## src/rtl/mux_nw_reg_if.sv

```systemverilog
// ---------------------------------------------------------------------------
// mux_nw_reg_if
// Bundle of the producer-side and consumer-side signals of mux_nw_reg.
//   d      : N*W packed channel data, channel i at [i*W +: W]
//   d_vld  : per-channel data valid (source holds data until d_ack)
//   d_ack  : one-hot capture acknowledge (combinational from the mux)
//   s      : channel select used in DIRECT mode
//   mode   : 00 DIRECT, 01 SCAN, 10 RR, 11 behaves as DIRECT
//   y      : registered output word
//   y_ch   : channel index that produced y
//   y_vld  : y / y_ch hold valid data
//   y_rdy  : downstream consumer accepts y this cycle
// Modports:
//   slave  : the mux itself
//   master : the environment (producers + consumer)
// ---------------------------------------------------------------------------
`timescale 1ns/1ps
interface mux_nw_reg_if #(
  parameter int N  = 8,
  parameter int W  = 8,
  parameter int SW = 3
);
  logic [N*W-1:0] d;
  logic [N-1:0]   d_vld;
  logic [N-1:0]   d_ack;
  logic [SW-1:0]  s;
  logic [1:0]     mode;
  logic [W-1:0]   y;
  logic [SW-1:0]  y_ch;
  logic           y_vld;
  logic           y_rdy;

  modport slave (
    input  d, d_vld, s, mode, y_rdy,
    output d_ack, y, y_ch, y_vld
  );

  modport master (
    output d, d_vld, s, mode, y_rdy,
    input  d_ack, y, y_ch, y_vld
  );
endinterface

```

## src/rtl/mux_nw_reg.sv

```systemverilog
// ---------------------------------------------------------------------------
// mux_nw_reg
// Registered N-channel, W-bit multiplexer with a per-channel valid/ack input
// handshake and a valid/ready output stage. The channel to capture is chosen
// by one of three modes: DIRECT (select input), SCAN (free-running pointer)
// and RR (round-robin over channels presenting valid data).
// Ports:
//   clk  : rising-edge clock
//   rst  : asynchronous active-high reset; clears the output stage and the
//          pointer and forces d_ack low while asserted
//   bus  : mux_nw_reg_if.slave carrying d/d_vld/d_ack/s/mode/y/y_ch/y_vld/y_rdy
// Parameters: N channels (>= 2), W bits per channel, SW = clog2(N).
// ---------------------------------------------------------------------------
`timescale 1ns/1ps
module mux_nw_reg #(
  parameter int N  = 8,
  parameter int W  = 8,
  parameter int SW = 3
) (
  input  logic          clk,
  input  logic          rst,
  mux_nw_reg_if.slave   bus
);

  localparam logic [1:0]    MODE_SCAN = 2'b01;
  localparam logic [1:0]    MODE_RR   = 2'b10;
  localparam logic [SW-1:0] LAST_CH   = SW'(N - 1);
  localparam logic [SW:0]   N_EXT     = (SW + 1)'(N);

  // Registered state
  logic [SW-1:0] r_ptr;
  logic [W-1:0]  r_y;
  logic [SW-1:0] r_y_ch;
  logic          r_y_vld;

  // Combinational helpers
  logic          w_open;
  logic [N-1:0]  w_rot;
  logic [SW-1:0] w_cand;
  logic          w_has_cand;
  logic          w_cand_vld;
  logic [W-1:0]  w_cand_data;
  logic          w_cap;
  logic [N-1:0]  w_ack;
  logic [SW-1:0] w_ptr_inc;
  logic [SW-1:0] w_cand_inc;
  logic [SW-1:0] w_ptr_nxt;

  // Output slot can take a new word when empty or being drained this cycle.
  assign w_open = ~r_y_vld | bus.y_rdy;

  // Valid bits rotated so that bit k is channel (ptr + k) mod N. Doubling the
  // vector keeps the rotation correct for non-power-of-2 N since ptr < N.
  assign w_rot = N'({bus.d_vld, bus.d_vld} >> r_ptr);

  // Candidate channel selection for the current mode.
  always_comb begin
    logic [SW:0] v_sum;
    w_cand     = {SW{1'b0}};
    w_has_cand = 1'b0;
    v_sum      = {(SW+1){1'b0}};
    case (bus.mode)
      MODE_SCAN: begin
        w_cand     = r_ptr;
        w_has_cand = 1'b1;
      end
      MODE_RR: begin
        // Walk from the far end back to ptr so the nearest valid channel in
        // circular order is the last (winning) assignment.
        for (int k = N - 1; k >= 0; k--) begin
          v_sum = {1'b0, r_ptr} + (SW + 1)'(k);
          if (v_sum >= N_EXT) begin
            v_sum = v_sum - N_EXT;
          end else begin
            v_sum = v_sum;
          end
          if (w_rot[k]) begin
            w_cand     = v_sum[SW-1:0];
            w_has_cand = 1'b1;
          end else begin
            w_cand     = w_cand;
            w_has_cand = w_has_cand;
          end
        end
      end
      default: begin
        // DIRECT and the reserved encoding: out-of-range selects never capture.
        w_cand     = bus.s;
        w_has_cand = ({1'b0, bus.s} < N_EXT);
      end
    endcase
  end

  // Gather the candidate's valid bit and data word with an AND-OR mux.
  always_comb begin
    w_cand_vld  = 1'b0;
    w_cand_data = {W{1'b0}};
    for (int i = 0; i < N; i++) begin
      w_cand_vld  = w_cand_vld  | (bus.d_vld[i] & (w_cand == SW'(i)));
      w_cand_data = w_cand_data | (bus.d[i*W +: W] & {W{w_cand == SW'(i)}});
    end
  end

  assign w_cap = w_open & w_has_cand & w_cand_vld;

  // One-hot acknowledge of the captured channel, suppressed during reset.
  always_comb begin
    w_ack = {N{1'b0}};
    for (int i = 0; i < N; i++) begin
      w_ack[i] = w_cap & ~rst & (w_cand == SW'(i));
    end
  end

  assign bus.d_ack = w_ack;

  // Explicit wrap at N-1 so non-power-of-2 channel counts stay in range.
  assign w_ptr_inc  = (r_ptr  == LAST_CH) ? {SW{1'b0}} : r_ptr  + SW'(1);
  assign w_cand_inc = (w_cand == LAST_CH) ? {SW{1'b0}} : w_cand + SW'(1);

  // Pointer next state for the active mode.
  always_comb begin
    w_ptr_nxt = r_ptr;
    case (bus.mode)
      MODE_SCAN: begin
        if (w_open) begin
          w_ptr_nxt = w_ptr_inc;
        end else begin
          w_ptr_nxt = r_ptr;
        end
      end
      MODE_RR: begin
        if (w_cap) begin
          w_ptr_nxt = w_cand_inc;
        end else begin
          w_ptr_nxt = r_ptr;
        end
      end
      default: begin
        w_ptr_nxt = r_ptr;
      end
    endcase
  end

  // Pointer and output stage registers.
  always_ff @(posedge clk or posedge rst) begin
    if (rst) begin
      r_ptr   <= {SW{1'b0}};
      r_y     <= {W{1'b0}};
      r_y_ch  <= {SW{1'b0}};
      r_y_vld <= 1'b0;
    end else begin
      r_ptr <= w_ptr_nxt;
      if (w_cap) begin
        r_y     <= w_cand_data;
        r_y_ch  <= w_cand;
        r_y_vld <= 1'b1;
      end else if (w_open) begin
        r_y_vld <= 1'b0;
      end else begin
        r_y_vld <= r_y_vld;
      end
    end
  end

  assign bus.y     = r_y;
  assign bus.y_ch  = r_y_ch;
  assign bus.y_vld = r_y_vld;

endmodule

```

## src/flat_wrapper.sv

```systemverilog
// flat-port wrapper written by rule: the top's interface ports become plain ports
module mux_nw_reg_flat 
#(
  parameter int N  = 8,
  parameter int W  = 8,
  parameter int SW = 3
)
  (clk, rst, bus_d, bus_d_vld, bus_s, bus_mode, bus_y_rdy, bus_d_ack, bus_y, bus_y_ch, bus_y_vld);
  mux_nw_reg_if #(.N(N), .W(W), .SW(SW)) bus_i ();
  input  logic clk;
  input  logic rst;
  input wire logic [$bits(bus_i.d)-1:0] bus_d;
  input wire logic [$bits(bus_i.d_vld)-1:0] bus_d_vld;
  input wire logic [$bits(bus_i.s)-1:0] bus_s;
  input wire logic [$bits(bus_i.mode)-1:0] bus_mode;
  input wire logic [$bits(bus_i.y_rdy)-1:0] bus_y_rdy;
  output wire logic [$bits(bus_i.d_ack)-1:0] bus_d_ack;
  output wire logic [$bits(bus_i.y)-1:0] bus_y;
  output wire logic [$bits(bus_i.y_ch)-1:0] bus_y_ch;
  output wire logic [$bits(bus_i.y_vld)-1:0] bus_y_vld;
  assign bus_i.d = bus_d;
  assign bus_i.d_vld = bus_d_vld;
  assign bus_i.s = bus_s;
  assign bus_i.mode = bus_mode;
  assign bus_i.y_rdy = bus_y_rdy;
  assign bus_d_ack = bus_i.d_ack;
  assign bus_y = bus_i.y;
  assign bus_y_ch = bus_i.y_ch;
  assign bus_y_vld = bus_i.y_vld;
  mux_nw_reg #(.N(N), .W(W), .SW(SW)) u_core (.clk(clk), .rst(rst), .bus(bus_i));
endmodule
```

## config.mk

```make
export PLATFORM = sky130hd
export DESIGN_NAME = mux_nw_reg_flat
export DESIGN_NICKNAME = d
export VERILOG_FILES = /design/src/rtl/mux_nw_reg_if.sv /design/src/rtl/mux_nw_reg.sv /design/src/flat_wrapper.sv
export SDC_FILE = /design/constraint.sdc
export NUM_CORES = 1
export LEC_CHECK = 0
export CORE_MARGIN = 8
export CORE_UTILIZATION = 41
export DETAILED_ROUTE_END_ITERATION = 6
export HOLD_SLACK_MARGIN = 0.03
export PLACE_DENSITY = 0.81
export SLEW_MARGIN = 20
export SYNTH_ARGS = -nofsm -noshare
export SYNTH_HDL_FRONTEND = slang
export SYNTH_SLANG_ARGS = --single-unit
```

## constraint.sdc

```tcl
create_clock -name clk -period 6 [get_ports clk]
set_input_delay 1.2 -clock clk [delete_from_list [all_inputs] [get_ports clk]]
set_output_delay 1.2 -clock clk [all_outputs]
set_load 0.02 [all_outputs]
```

==> results by group, run 1 <==
Synthesis
  • Post-Syn Instances: 226
  • Mux contribution to synthesized area: approximately a quarter
  • Mapped Avg Cell Area: approximately 8.9 um2
  • Synth unique cells: 48
  • Post-synth top area share: 18.6%
  • Post-synthesis compound-gate area fraction: 29.1%
  • Cell area after synthesis: around 0.002 mm2
  • Register area share after synthesis: 18.6%
  • Synth area leader: dfrtp_1
  • Largest family of logic cells by synthesized area: compound AO/OA/AOI/OAI gates
  • Synthesized Nets: approximately 320
  • Most instantiated cells after synthesis: nand2_1 (18), mux2i_1 (16), dfrtp_1 (15)
  • Warnings, synthesis: 0
  • Post-synth ARST share: 100%
  • Post-synth EDFFs: 0
  • Xor and xnor area share after synthesis: 0%
  • Yosys reg bits: 15
  • Adder-cell share of the synthesized area: about 7.4%
  • Most common flop cell mapped by yosys: dfrtp_1
  • Synth Area in Simple Gates: roughly 14%
  • Most common cell in the netlist: nand2_1
  • Top post-synthesis cells by area: dfrtp_1 (19%), mux2i_1 (7.9%), mux2_2 (7.8%), ha_1 (7.4%), mux4_2 (6.7%)

CTS
  • CTS root buf: clkbuf_8
  • Clk pin slew, worst setup/hold paths: approximately 0.060 ns
  • Max Root-Sink Buffers: 2
  • Clock tree sinks: 15
  • Cts hold-fix bufs: 0
  • Clk_lat worst skew: roughly 0.24 ns
  • Num CTS Buffers: 3
  • TritonCTS clock tree: built
  • Htree depth: 1

Global routing
  • M3 GR Usage: under 10%
  • Number of global-route vias before repair: roughly 2700
  • Wire length of the first global-routing pass: between 10000 and 15000 um
  • Most Used Layer, Global Route: met2
  • Met1 Track Usage GR: 20.9%
  • Grt met2 use: 39.3%
  • Total GRT Usage: a little over a fifth
  • Overflow after GRT: 0
  • Largest net degree at the start of global routing: 23
  • Antenna violations before repair: 0

Final layout
  • Final #Nets: between 400 and 500
  • # diodes: 0
  • FILL cells: ~340
  • Share of cells above drive strength 1: approximately 27%
  • Final core utilization: between 70% and 80%
  • Layout area overhead: 70.5%
  • Post-route insts no fill: 423

Placed design
  • HPWL after DPL: roughly 6400 um
  • GPL Wtd Cong: 0.890
  • Pre-CTS setup slack: -0.519 ns
  • I/O Buffers: ~100
  • DP Cell Count: approximately 410

Drt
  • Final WL: around 8000 um
  • DRT antenna net count: 0
  • Via count: approximately 2500
  • Number of DRC markers in iteration 0: 202
  • Routed len/inst: 18.8 um
  • Vias per cell: 5.84
  • Residual DRC: 0
  • Pre-antenna DRT Iters: 5

Worst setup path
  • CP Data Required Time: between 4 and 5 ns
  • Critical path class: in -> out
  • Type of origin of the critical path: primary input
  • Setup crit end kind: output port
  • Worst Path Max Fanout: 5
  • CP arrival: ~4.7 ns
  • FF-to-FF setup slack: around 1.7 ns

STA
  • Max-slew violations: 0
  • Worst-Margin Slew: about 0.76 ns
  • Final Skew: approximately 0.0019 ns
  • RSZ-0062 raised after global routing: true
  • Setup violations, final: 0
  • Hold violation count in the final report: 0
  • Slew Limit Headroom: roughly half
  • Min Hold Slack: 0.481 ns
  • Max Clk Rate: 169 MHz
  • Fin crit share: between 90% and 100%
  • Final WS setup: about 0.084 ns
  • Period minus WS final: 5.92 ns

Worst hold path
  • Min-Delay Path Class: reg -> reg

Run
  • Max Cap Viol: 0

Floorplan
  • Die Area: 0.00742 mm2
  • Starting Density: a little over two fifths
  • Core ar.: 0.00472 mm2
  • Io pins: 100
  • Die Ht: 86.2 um
  • Die width: 86.2 um
  • Std cell rows: 25

Status
  • Outcome: finished clean

Power
  • Total power: ~1500 uW
  • Leakage power: 0.00151 uW
  • VDD IR max: ~200 uV
  • Pwr/cell area: about 440 mW/mm2
==> cell type report <==
class,instances,area (um2),area share [%]
clock buffer,4,45.0,1.31
inverter,12,45.0,1.31
multi-input combinational,182,1600,46.5
sequential,15,375,10.9
tap,67,83.8,2.44
timing repair buffer,143,1290,37.6
==> cells by family after synthesis <==
family / Yosys count
buf+inv: 29
flops: 15
compound gates: 77
mux: 38
fa+ha+maj: 12
simple gates: 55
==> power breakdown <==
group	leakage, uW	internal, uW	switching, uW	total [uW]
Sequential	0.000184	151	82.6	233
Combinational	0.00130	613	587	1200
Clock	0.0000228	47.0	32.6	79.6
Total	0.00151	810	702	1510
==> layout by cell type (no fill, tap or decap), types with 3 or more instances in the layout <==
| cell | netlist | final |
|---|---|---|
| nand2_1 | 18 | 17 |
| o21ai_0 | 12 | 9 |
| buf_4 | 2 | 44 |
| clkbuf_8 | 0 | 3 |
| and3_1 | 4 | 4 |
| ha_1 | 12 | 10 |
| a21oi_1 | 12 | 12 |
| nand3_1 | 3 | 3 |
| dlygate4sd2_1 | 0 | 9 |
| and2_1 | 6 | 6 |
| dfrtp_1 | 15 | 15 |
| a22oi_1 | 5 | 5 |
| mux2_2 | 14 | 13 |
| nor2_1 | 8 | 8 |
| a222oi_1 | 12 | 12 |
| nand2b_1 | 6 | 6 |
| a221oi_2 | 1 | 3 |
| inv_2 | 3 | 4 |
| clkdlybuf4s50_1 | 0 | 83 |
| mux4_2 | 6 | 6 |
| a31oi_1 | 4 | 3 |
| a221oi_1 | 5 | 3 |
| clkbuf_2 | 0 | 3 |
| nor3_1 | 4 | 3 |
| a21o_1 | 6 | 6 |
| mux2i_1 | 16 | 12 |
| inv_1 | 9 | 8 |
==> repair_timing <==
action,in CTS,in global routing
pin swaps,3,7
gates resized for setup,32,23
buffers inserted,4,1
setup endpoints to repair,8,8
==> sequential cells by signal, indices dropped and copies added (netlist names) <==
register / flops
u_core.bus.y: 8
u_core.bus.y_ch: 3
u_core.bus.y_vld: 1
u_core.r_ptr: 3
==> critical path: stages <==
cell and delay (ns):
dlygate4sd2_1 0.29, mux4_2 0.53, nand2b_1 0.13, nor2_1 0.06, a31oi_1 0.19, nand2_1 0.08, a21boi_1 0.16, o21ai_1 0.09
a221oi_2 0.28, a21o_1 0.15, inv_1 0.06, ha_1 0.20, ha_1 0.21, a22o_1 0.27, o21ai_4 0.21, nor3_1 0.07
buf_4 0.14, and2_1 0.14, clkdlybuf4s15_2 0.25
==> per-stage QoR <==
| stage | area [um2] | setup TNS, ns |
|---|---|---|
| 2_1_floorplan | 2020 | 0 |
| 3_3_place_gp | 3290 | -3.02 |
| 3_5_place_dp | 3290 | -3.84 |
| 4_1_cts | 3380 | 0 |
| 5_1_grt | 3440 | -0.501 |
| 6_report | 3440 | 0 |
==> metal layers <==
layer  wire, um  part of all wire, %
met5          0                    0
met4        250                  3.1
met3        777                  9.8
met2       4090                   51
met1       2850                   36
==> worst paths after layout <==
path,from,to,cells after the start
worst min-delay path,u_core.bus.y[0],u_core.bus.y[0],1
worst min register to register,u_core.bus.y[0],u_core.bus.y[0],1
worst max register to register,u_core.r_ptr[0],u_core.r_ptr[2],17
worst max-delay path,bus_d_vld[6],bus_d_ack[1],19
max in group asynchronous,rst,u_core.bus.y_vld,2
min in group asynchronous,rst,u_core.bus.y[2],2
Note: power is estimated with default switching activity, not from simulation.
==> run 2: changes to the inputs <==
--- a/config.mk
+++ b/config.mk
@@ -5,6 +5,7 @@
 export SDC_FILE = /design/constraint.sdc
 export NUM_CORES = 1
 export LEC_CHECK = 0
+export CAP_MARGIN = 30
 export CORE_MARGIN = 8
 export CORE_UTILIZATION = 41
 export DETAILED_ROUTE_END_ITERATION = 6
==> results of run 2 <==
No change in the layout: final DEF, timing and power equal those of run 1.
==> run 3: changes to the inputs <==
--- a/config.mk
+++ b/config.mk
@@ -9,6 +9,7 @@
 export CORE_MARGIN = 8
 export CORE_UTILIZATION = 41
 export DETAILED_ROUTE_END_ITERATION = 6
+export GPL_TIMING_DRIVEN = 0
 export HOLD_SLACK_MARGIN = 0.03
 export PLACE_DENSITY = 0.81
 export SLEW_MARGIN = 20
==> run 3 against run 2 <==
  * First-iteration DRC count decreased by 12%
  * Hold slack better by 0.0079 ns
  * Largest cell class unchanged
  * Sequential power decreased by 20%
  * Critical path depth shrank 1
  * Maximum frequency is 0.56% higher
  * Sequential share of layout area rose by 0.58 points
  * Wire length shrank 0.26%
  * Non-clock buffer count decreased by 22
  * Clock power up 5.4%
  * Global-route usage down 0.68 points
  * Total power shrank 4.0%
==> results by group, run 3 (same netlist as run 1, synthesis figures left out) <==
Status
  • Outcome: finished clean

Drt
  • Pre-antenna DRT Iters: 5
  • Final WL: 7950 um
  • Vias per cell: roughly 6.0
  • Met1 wire length: 2830 um
  • DRT antenna net count: 0
  • Met2 WL post-DR: ~4100 um
  • Via count: ~2400
  • Uppermost routed layer: met4
  • Residual DRC: 0
  • Routed met3 length: 837 um
  • Number of DRC markers in iteration 0: 178
  • Routed len/inst: roughly 20 um

Worst setup path
  • CP arrival: around 4.7 ns
  • Setup crit end kind: output port
  • Reg2Reg Depth: 17
  • Max incr delay on CP: approximately 0.55 ns
  • Worst R2R End: u_core.r_ptr[0]
  • RR Startpoint: u_core.r_ptr[2]
  • Type of origin of the critical path: primary input
  • Worst Path Max Fanout: 6
  • FF-to-FF setup slack: ~1.8 ns
  • CP Data Required Time: 4.80 ns
  • Worst-path cell chain: dlygate4sd2_1, mux4_2, nand2b_4, nor2_1, a31oi_2, nand2_1, a21boi_1, o21ai_1, a221oi_2, a21o_1, inv_2, ha_2, ha_1, a22o_1, o21ai_4, nor2_2, and3_1, buf_2
  • CP max stage cell: mux4_2
  • Critical path class: in -> out

STA
  • Max-slew violations: 0
  • Final Skew: 0.00515 ns
  • Setup TNS: 0 ns
  • Max Clk Rate: roughly 170 MHz
  • Hold violation count in the final report: 0
  • Period minus WS final: 5.88 ns
  • Min Hold Slack: roughly 0.49 ns
  • RSZ-0062 raised after global routing: false
  • Setup violations, final: 0
  • Slew Limit Headroom: a little under three fifths
  • Worst-Margin Slew: about 0.64 ns
  • Fin crit share: a little over nine tenths

Placed design
  • HPWL after DPL: ~6200 um
  • GPL Wtd Cong: between 0.8 and 0.9
  • Placed Area: just over 0.003 mm2
  • I/O Buffers: about 100

Final layout
  • Max reg flops: 8
  • Fin area: between 0.003 and 0.004 mm2
  • FILL cells: between 300 and 400
  • Share of cells above drive strength 1: approximately 23%
  • Commonest non-fill, non-tap cell in the layout: clkdlybuf4s50_1
  • Final #Nets: approximately 430
  • Final core utilization: about 70%
  • # diodes: 0
  • Layout area overhead: 61.9%
  • Most frequent cells in the layout: clkdlybuf4s50_1 (83), nand2_1 (18), dfrtp_1 (15)

Floorplan
  • Starting Density: 42.7%
  • Io pins: 100
  • Std cell rows: 25
  • Die Area: around 0.0074 mm2
  • Die width: around 86 um
  • Core ar.: roughly 0.0047 mm2
  • Die Ht: roughly 86 um

CTS
  • TritonCTS clock tree: built
  • Num CTS Buffers: 3
  • Clk pin slew, worst setup/hold paths: 0.06 ns
  • CTS root buf: clkbuf_8
  • Max Root-Sink Buffers: 2
  • Clk_lat worst skew: 0.26 ns
  • Cts hold-fix bufs: 0
  • Clock tree sinks: 15
  • Htree depth: 1

Worst hold path
  • Hold Path Origin: u_core.bus.y[6]
  • Hold depth: 2
  • Hold endpoint: u_core.bus.y[6]
  • Min-Delay Path Class: reg -> reg

Global routing
  • Largest net degree at the start of global routing: 16
  • Number of global-route vias before repair: 2559
  • Antenna violations before repair: 0
  • Total GRT Usage: 20.6%
  • Wire length of the first global-routing pass: approximately 12000 um
  • Overflow after GRT: 0

Power
  • Leakage power: about 0.0014 uW
  • VDD IR max: between 150 and 200 uV
  • Total power: about 1500 uW
  • Pwr/cell area: 445 mW/mm2

Run
  • Max Cap Viol: 0
[run 3: worst max path at each step]
stage / cells after the start / startpoint / slack, ns / end
floorplan: 17 / bus_d_vld[6] / 0.66 / bus_d_ack[4]
global placement: 17 / bus_d_vld[7] / -0.97 / bus_d_ack[0]
detailed placement: 17 / bus_d_vld[7] / -1.04 / bus_d_ack[5]
CTS: 18 / bus_d_vld[5] / 0.001 / bus_d_ack[2]
global route: 18 / bus_d_vld[5] / 0.01 / bus_d_ack[4]
finish: 18 / bus_d_vld[5] / 0.12 / bus_d_ack[5]
[run 3: layout make-up]
class	instances	area, um2	area share (%)
Clock inverter	1	5.00	0.153
Sequential cell	15	375	11.5
Clock buffer	3	41.3	1.26
Inverter	12	45.0	1.38
Tap cell	67	83.8	2.57
Buffer	14	91.3	2.80
Multi-Input combinational cell	182	1620	49.7
Timing Repair Buffer	107	1000	30.6
[run 3: report_power, final]
part / leakage [uW] / total (uW) / internal, uW / switching [uW]
logic: 0.00116 / 1180 / 546 / 636
registers: 0.000184 / 186 / 152 / 34.6
clock network: 0.0000255 / 83.9 / 46.1 / 37.8
[run 3: layer usage]
metal	track usage [%]	vias up
met4	6.21	0
met1	20.0	1117
met5	0	-
met3	8.12	26
li1	-	1105
met2	38.7	145
[run 3: through the flow]
stage	std cells	setup WS, ns
6_report	401	0.117
5_1_grt	401	0.00983
4_1_cts	400	0.00133
3_5_place_dp	392	-1.04
3_3_place_gp	392	-0.966
2_1_floorplan	226	0.663
[run 3: critical path: cells and delay by family]
kind	cells	cell delay (ns)
adders and majority gates	2	0.42
AOI/OAI and AO/OA	7	1.45
buffers and inverters	3	0.54
muxes	1	0.55
and+or+nand+nor	5	0.50
[run 3: what timing repair did]
item,4_1_cts,5_1_grt
setup endpoints to repair,8,8
buffers inserted,7,1
resized for setup,38,29
pin swaps,3,6
